--- src/rtl/add_serial_sched_pkg.sv ---
// add_serial_sched_pkg: shared state encoding and default sizing for the serial-add scheduler.
package add_serial_sched_pkg;
    typedef enum logic [1:0] {
        IDLE = 2'd0,
        ADD  = 2'd1,
        DONE = 2'd2
    } state_t;
    localparam int DEF_WIDTH = 8;
    localparam int DEF_NREQ  = 4;
    localparam int CNT_W     = $clog2(DEF_WIDTH);
    localparam int SEL_W     = $clog2(DEF_NREQ);
endpackage

--- src/rtl/add_serial_sched_core.sv ---
// serial_add_core: LSB-first bit-serial adder; operands load on start, one bit per cycle while busy.
module serial_add_core import add_serial_sched_pkg::*; #(
    parameter int WIDTH = DEF_WIDTH,
    parameter int CW    = CNT_W
) (
    input  logic             clk,
    input  logic             rst,
    input  logic             start,
    input  logic [WIDTH-1:0] a,
    input  logic [WIDTH-1:0] b,
    input  logic             busy,
    output logic             last,
    output logic [WIDTH-1:0] sum,
    output logic             cout
);
    logic [WIDTH-1:0] a_q, a_d, b_q, b_d, acc_q, acc_d;
    logic [CW-1:0]    count_q, count_d;
    logic             carry_q, carry_d, s, maj;
    always_comb begin
        s       = a_q[0] ^ b_q[0] ^ carry_q;
        maj     = (a_q[0] & b_q[0]) | (a_q[0] & carry_q) | (b_q[0] & carry_q);
        a_d     = start ? a : busy ? a_q >> 1 : a_q;
        b_d     = start ? b : busy ? b_q >> 1 : b_q;
        acc_d   = start ? '0 : busy ? {s, acc_q[WIDTH-1:1]} : acc_q;
        carry_d = start ? 1'b0 : busy ? maj : carry_q;
        count_d = start ? '0 : busy ? count_q + CW'(1) : count_q;
    end
    always_ff @(posedge clk or posedge rst) begin
        if (rst) begin
            a_q     <= '0;
            b_q     <= '0;
            acc_q   <= '0;
            carry_q <= 1'b0;
            count_q <= '0;
        end else begin
            a_q     <= a_d;
            b_q     <= b_d;
            acc_q   <= acc_d;
            carry_q <= carry_d;
            count_q <= count_d;
        end
    end
    // sum/cout are the values the final ADD cycle is about to commit
    assign last = count_q == CW'(WIDTH - 1);
    assign sum  = {s, acc_q[WIDTH-1:1]};
    assign cout = maj;
endmodule

--- src/rtl/add_serial_sched.sv ---
// add_serial_sched: round-robin scheduler sharing one bit-serial adder among NREQ requesters.
module add_serial_sched import add_serial_sched_pkg::*; #(
    parameter int NREQ  = DEF_NREQ,
    parameter int WIDTH = DEF_WIDTH
) (
    input  logic                  clk,
    input  logic                  rst,
    input  logic [NREQ-1:0]       req,
    input  logic [NREQ*WIDTH-1:0] a,
    input  logic [NREQ*WIDTH-1:0] b,
    output logic [NREQ-1:0]       gnt,
    output logic [NREQ-1:0]       done,
    output logic [WIDTH-1:0]      result,
    output logic                  cout,
    output logic                  busy
);
    localparam int SW = $clog2(NREQ);
    localparam int CW = $clog2(WIDTH);
    state_t            state_q, state_d;
    logic [SW-1:0]     ptr_q, ptr_d, sel_q, sel_d, win;
    logic [NREQ-1:0]   gnt_q, gnt_d, done_q, done_d;
    logic [WIDTH-1:0]  result_q, result_d, core_sum;
    logic              cout_q, cout_d, core_cout, core_last, start;
    // scanning from the far end keeps the nearest set bit after ptr
    always_comb begin
        win = '0;
        for (int i = NREQ; i >= 1; i--)
            if (req[(int'(ptr_q) + i) % NREQ]) win = SW'((int'(ptr_q) + i) % NREQ);
    end
    always_comb begin
        state_d  = state_q;
        ptr_d    = ptr_q;
        sel_d    = sel_q;
        done_d   = '0;
        result_d = result_q;
        cout_d   = cout_q;
        start    = 1'b0;
        case (state_q)
            IDLE: if (|req) begin
                start   = 1'b1;
                sel_d   = win;
                state_d = ADD;
            end
            ADD: if (core_last) begin
                state_d      = DONE;
                result_d     = core_sum;
                cout_d       = core_cout;
                done_d[sel_q] = 1'b1;
            end
            DONE: begin
                state_d = IDLE;
                ptr_d   = sel_q;
            end
            default: state_d = IDLE;
        endcase
        gnt_d = start ? NREQ'(1) << win : '0;
    end
    always_ff @(posedge clk or posedge rst) begin
        if (rst) begin
            state_q  <= IDLE;
            ptr_q    <= SW'(NREQ - 1);
            sel_q    <= '0;
            gnt_q    <= '0;
            done_q   <= '0;
            result_q <= '0;
            cout_q   <= 1'b0;
        end else begin
            state_q  <= state_d;
            ptr_q    <= ptr_d;
            sel_q    <= sel_d;
            gnt_q    <= gnt_d;
            done_q   <= done_d;
            result_q <= result_d;
            cout_q   <= cout_d;
        end
    end
    serial_add_core #(.WIDTH(WIDTH), .CW(CW)) u_core (
        .clk   (clk),
        .rst   (rst),
        .start (start),
        .a     (a[int'(win)*WIDTH +: WIDTH]),
        .b     (b[int'(win)*WIDTH +: WIDTH]),
        .busy  (state_q == ADD),
        .last  (core_last),
        .sum   (core_sum),
        .cout  (core_cout)
    );
    assign gnt    = gnt_q;
    assign done   = done_q;
    assign result = result_q;
    assign cout   = cout_q;
    assign busy   = state_q != IDLE;
endmodule

--- config.mk ---
export PLATFORM = sky130hd
export DESIGN_NAME = add_serial_sched
export DESIGN_NICKNAME = d
export VERILOG_FILES = /design/src/rtl/add_serial_sched_pkg.sv /design/src/rtl/add_serial_sched_core.sv /design/src/rtl/add_serial_sched.sv
export SDC_FILE = /design/constraint.sdc
export NUM_CORES = 1
export LEC_CHECK = 0
export CAP_MARGIN = 40
export CORE_MARGIN = 1.5
export CORE_UTILIZATION = 31
export DETAILED_ROUTE_END_ITERATION = 10
export PLACE_DENSITY = 0.69
export SETUP_SLACK_MARGIN = 0.3
export SLEW_MARGIN = 10
export SYNTH_ARGS = -nofsm -noshare
export SYNTH_HDL_FRONTEND = slang
export SYNTH_HIERARCHICAL = 1
export SYNTH_SLANG_ARGS = --single-unit
--- constraint.sdc ---
create_clock -name clk -period 2.04 [get_ports clk]
set_input_delay 0.204 -clock clk [delete_from_list [all_inputs] [get_ports clk]]
set_output_delay 0.204 -clock clk [all_outputs]
set_load 0.01 [all_outputs]
### Word-level counts from Yosys, hierarchy flattened

Index checks and enable logic that the tools add are counted.

* bits in registers: 51
* input bits: 70
* output and inout bits: 18
* word-level logic and storage cells: 90

* $add $sub $neg: 5
* magnitude comparators: 6
* eq/ne operators: 5
* shifts and indexed selects: 3
* mux-type cells: 36
* bitwise operators: 11
* reductions and logical operators: 12

Operators by type and width (count)
* 32-bit by 6-bit indexed part select with 8-bit output: 2
* 8-bit 2-to-1 mux: 6
* 3-bit by 4-bit < comparator with 1-bit output (second input constant): 4
* 1-bit 2-to-1 mux: 13
* 2-bit 2-to-1 mux: 6
* 4-bit 2-to-1 mux: 3
* 1-bit binary-select mux with 2-bit select: 4
* 2-bit OR reduction: 4
* 3-bit 2-to-1 mux: 2
* 2-bit AND reduction: 3
* 2-bit by 1-bit adder with 2-bit output (second input constant): 2
* 2-bit adder (second input constant): 2
* 1-bit AND (first input constant): 4
* 2-bit inequality test (second input constant): 2
* 2-bit case mux with 2 select lines: 1
* 2-bit nonzero test: 2
* 4-bit OR reduction: 1
* 1-bit by 2-bit left shift with 4-bit output (first input constant): 1
* 3-bit by 1-bit adder with 3-bit output (second input constant): 1
* 1-bit AND: 3
* 3-bit == test (second input constant): 1
* 2-bit by 3-bit < comparator with 1-bit output (second input constant): 1
* 1-bit demux with 2-bit select: 1
* 2-bit by 1-bit == test with 1-bit output (second input constant): 1
* other kinds (6): 8

### Longest topological paths before layout

* depth after elaboration: 12
* mapped depth: 9
* gate-level depth less buffers: 7

### Hierarchy

The synthesis kept the hierarchy.

By module, submodules not included
* add_serial_sched: times used 1, cells each 161, area an instance 1415.1 um^2, seq. area each 578.1 um^2
* serial_add_core: times used 1, cells each 110, area an instance 1249.9 um^2, seq. area each 675.6 um^2

### Worst setup path before layout

Ideal clock, no wire load.

* path type: reg-to-reg
* start: reg ptr_q[1]
* end: reg u_core.a_q[0]
* data arrival time: 1.496 ns
* data required time: 1.905 ns
* slack: 0.410 ns
* cell stages (with the launch flop): 9
* period minus slack after synthesis: 1.630 ns
* cell sequence: dfstp_2 > a211oi_1 > or3_1 > buf_4 > buf_6 > nand2_1 > a32oi_1 > nand2_1 > o21ai_0

* cells in the longest elaborated chain, start to end: 10
* elaborated cells on any way between the ends: 22
* those cells by class: add/sub (4); shift (1); mux (17)

Ends and longest elaborated chain
* start: declaration: line add_serial_sched.sv:20 `logic [SW-1:0] ptr_q, ptr_d, sel_q, sel_d, win;`
* start signal: assignment: line add_serial_sched.sv:61 `ptr_q <= SW'(NREQ - 1);`
* start signal: assignment: line add_serial_sched.sv:69 `ptr_q <= ptr_d;`
* 2-bit by 1-bit adder with 2-bit output: line add_serial_sched.sv:28 `if (req[(int'(ptr_q) + i) % NREQ]) win = SW'((int'(ptr_q) + i) % NREQ);`
* 1-bit binary-select mux with 2-bit select: line add_serial_sched.sv:28
* 1-bit 2-to-1 mux (implied by the code) (2 in a row): line add_serial_sched.sv:28
* 2-bit 2-to-1 mux (3 in a row): line add_serial_sched.sv:28
* 2-bit 2-to-1 mux *: line add_serial_sched.sv:28
* 32-bit by 6-bit indexed part select with 8-bit output *: line add_serial_sched.sv:81 `.a (a[int'(win)*WIDTH +: WIDTH]),`
* 8-bit 2-to-1 mux *: line add_serial_sched_core.sv:22 `a_d = start ? a : busy ? a_q >> 1 : a_q;`
* end signal: assignment: line add_serial_sched_core.sv:30 `a_q <= '0;`
* end signal: assignment: line add_serial_sched_core.sv:36 `a_q <= a_d;`
* end: declaration: line add_serial_sched_core.sv:16 `logic [WIDTH-1:0] a_q, a_d, b_q, b_d, acc_q, acc_d;`

Every way passes the cells marked *; elsewhere a longest branch is shown, timed or not. The select of a mux whose other input is x is not followed.
A chain may end at the register's enable or synchronous reset.

### Worst setup path in the final report

* start: reg ptr_q[1]
* end: reg u_core.b_q[0]

* cells in the longest elaborated chain, start to end: 10
* elaborated cells on any way between the ends: 22
* those cells by class: add/sub (4); shift (1); mux (17)

Ends and longest elaborated chain
* 2-bit by 1-bit adder with 2-bit output: line add_serial_sched.sv:28
* 1-bit binary-select mux with 2-bit select: line add_serial_sched.sv:28
* 1-bit 2-to-1 mux (implied by the code) (2 in a row): line add_serial_sched.sv:28
* 2-bit 2-to-1 mux (3 in a row): line add_serial_sched.sv:28
* 2-bit 2-to-1 mux *: line add_serial_sched.sv:28
* 32-bit by 6-bit indexed part select with 8-bit output *: line add_serial_sched.sv:82 `.b (b[int'(win)*WIDTH +: WIDTH]),`
* 8-bit 2-to-1 mux *: line add_serial_sched_core.sv:23 `b_d = start ? b : busy ? b_q >> 1 : b_q;`
* end signal: assignment: line add_serial_sched_core.sv:31 `b_q <= '0;`
* end signal: assignment: line add_serial_sched_core.sv:37 `b_q <= b_d;`
* end: declaration: line add_serial_sched_core.sv:16

Marked as above.

==> impl_metrics.toml <==
[logic_synthesis]
yosys-top-cells-area = "dfrtp_1 (45%), nand2_1 (9.6%), mux2i_1 (9.4%)"
synth_top_area_share_pct = 45.1
synth-seq-cells = 50
yosysWarnings = 6
syn-cell-area_sq_mm = 0.00267
syn_nets = 344
synth_compound_area_share_pct = 13.4
synth_top_family_by_area = "simple AND/OR/NAND/NOR gates"
synth_fa_ha_area_share_pct = 1.69
muxShareOfSynthArea_pct = 14.5
async_reset_ff_share_pct = 100
synth-simple-area-share_pct = 15.6
synth-xor-area-share_pct = 0.329
ys.flop_type = "dfrtp_1"
syn_area_per_cell_sq_um = 9.83
synth.distinct_cells = 35
synth_top_area_cell = "dfrtp_1"
netlist_instances = 271
synth-edff-count = 0
yosysSeqAreaShare_pct = 47.0

[placed_design]
gp_congestion = 0.727
place_hpwl_um = 4530
place_ws_ns = -0.129
port_buffers = 87
post-place-cells = 456

[clocking]
clock-sinks = 50
clk_path_buf_depth = 2
cts.clk_slew.worst_paths_ns = 0.09
cts_tree = "done"
holdBufCountCts = 0
htree_num_levels = 2
ctsRootBufferMaster = "clkbuf_8"
worstSkewPairLatency_ns = 0.31
cts_made_buffers = 5

[critical_path]
arrival_ns = 2.06
ff2ff_path_depth = 9
cp_cell_sequence = "buf_4, nand2b_1, a21boi_0, o21ai_2, buf_12, a21oi_1, a32oi_1, nand2_1, o21ai_1"
worst-setup-path-type = "reg2reg"
crit_slowest_cell = "dfstp_2"
r2r_setup_slack_ns = 0.20
r2r-end = "u_core/b_q[0]"
r2r-start = "ptr_q[1]"
start_kind = "register"
cp_max_fo = 37
cp_data_required_time_ns = 2.26
end_kind = "register"
slowest_delay_ns = 0.59

[layout]
layout_common_cells = "clkdlybuf4s50_1 (86), nand2_1 (67), dfrtp_1 (48), mux2i_1 (25)"
final_layout_size_suffix_gt1_share_pct = 13.6
fillerInstances = 793
fin_nets = 433
final_common_cell = "clkdlybuf4s50_1"
insertedDiodeCount = 0
final_cells = 466
syn_to_final_growth_pct = 42.9
final_util_pct = 46.1

[timing]
finalWorstSetupSlack_ns = 0.200
hold_violations = 0
tightest_slew_ns = 0.522
setup_viol = 0
fin_crit_ns = 1.84
rsz0062_at_grt = "yes"
slew_headroom_pct = 65.2
skew_ns = 0.0130
worst_hold_slack_ns = 0.273
slew_violations = 0
post-route-period-util_pct = 90.2
fmax_mhz = 543

[run]
cap_violations = 0

[floorplanning]
die_area_sq_mm = 0.00916
initial_utilization_pct = 32.3
dieWidth_um = 95.7
coreArea_sq_mm = 0.00826
fp-row-count = 33
die_y_um = 95.7
io_pins = 88

[power_and_ir_drop]
p_total_w = 0.00406
irDropWorstVdd_uv = 403
p_leak_nw = 1.75
p_per_area_mw_per_mm2 = 1070

[route]
wire_per_inst_um = 13.0
wl_um = 6070
route.detailed.drc = 0
routed-wl-met2_um = 3230
via_count = 2285
top_layer_used = "met4"
met1_length_um = 2460
drt-pass1-iter-count = 4
wl_met3_um = 283
ant_nets = 0
drt_iter0_drc = 74
via_per_inst = 4.90

[global_routing]
grt_max_degree = 46
antenna_found_initial = 0
grt_pass1_wl_um = 9630
overflow = 0
grt_pass1_vias = 2230
grt_use_total_pct = 13.4

[run_status]
status = "complete, no violations"

[worst_hold_path]
hp-class = "in2async"
## cells by family (layout without fill, tap and decap cells)
logic type | after synthesis | after routing
AND/OR/NAND/NOR | 98 | 98
buffers and inverters | 26 | 116
adder cells (fa/ha/maj) | 3 | 3
flip-flops | 50 | 50
XOR/XNOR | 1 | 1
AO/OA/AOI/OAI | 56 | 56
multiplexers | 37 | 37
## worst max-delay path, delay by kind of cell, from the launching register on
kind | cells | cell delay (ns)
AOI/OAI and AO/OA | 5 | 0.63
buffers and inverters | 2 | 0.34
DFF | 1 | 0.59
and+or+nand+nor | 2 | 0.17
## sequential cells by signal, summed over array words and instances, names as in the netlist
signal and flops:
sel_q 2, state_q 2, result 8, u_core/a_q 8, gnt 4, ptr_q 2, cout 1, u_core/b_q 8
done 4, u_core/count_q 3, u_core/carry_q 1, u_core/acc_q 7
## layout make-up
type	count	area (sq um)	share of cell area, %
clock buffers	5	68.8	1.81
clock inverters	3	43.8	1.15
inverters	6	26.3	0.690
multi-input cells	195	1250	32.9
flip-flops and latches	50	1250	32.9
well taps	105	131	3.45
repair buffers	101	1020	26.9
repair inverters	1	5.00	0.131
## worst max path at each step
stage	depth (start not counted)	from	end
6_report	9	ptr_q[1]	u_core/b_q[0]
5_1_grt	9	ptr_q[1]	u_core/b_q[0]
4_1_cts	9	ptr_q[1]	u_core/b_q[0]
3_5_place_dp	10	req[1]	u_core/a_q[6]
3_3_place_gp	10	req[1]	u_core/a_q[6]
2_1_floorplan	8	ptr_q[1]	u_core/a_q[0]
## report_power, final
| part | leakage, nW | switching (W) | total [W] | internal, W |
|---|---|---|---|---|
| sequential | 0.646 | 0.000225 | 0.00158 | 0.00135 |
| clock | 0.0585 | 0.000323 | 0.000691 | 0.000367 |
| combinational | 1.04 | 0.000852 | 0.00179 | 0.000943 |
| total | 1.75 | 0.00140 | 0.00406 | 0.00266 |
## stage by stage
| stage | cell area (sq um) | TNS [ns] |
|---|---|---|
| finish | 3810 | 0 |
| global route | 3810 | 0 |
| CTS | 3790 | 0 |
| detailed placement | 3650 | -1.30 |
| global placement | 3650 | 0 |
| floorplan | 2670 | 0 |
## cell usage after synthesis (2+ instances only)
cell,count
buf_2,6
nand2_1,68
buf_4,2
and3_1,3
dfrtp_1,48
buf_6,8
inv_1,6
o21ai_0,10
mux2_2,12
mux2i_1,25
nor3_1,3
nor3b_1,2
o21ai_1,8
clkbuf_1,2
nand2b_1,5
dfstp_2,2
a21oi_1,16
a32oi_1,16
ha_1,2
nor2_1,12
## metal layers
layer	global-route usage [%]	up-vias
met4	4.53	0
met1	15.9	1089
met2	23.7	64
li1	-	1121
met3	3.00	11
met5	0	-
## what timing repair did
action                                  in CTS  in global routing
gates resized for setup                      4                  4
endpoints found under the setup margin      17                 19
setup buffers                                1                  0
cloned                                       0                  1
No activity file was read; power rests on OpenSTA's default activity.
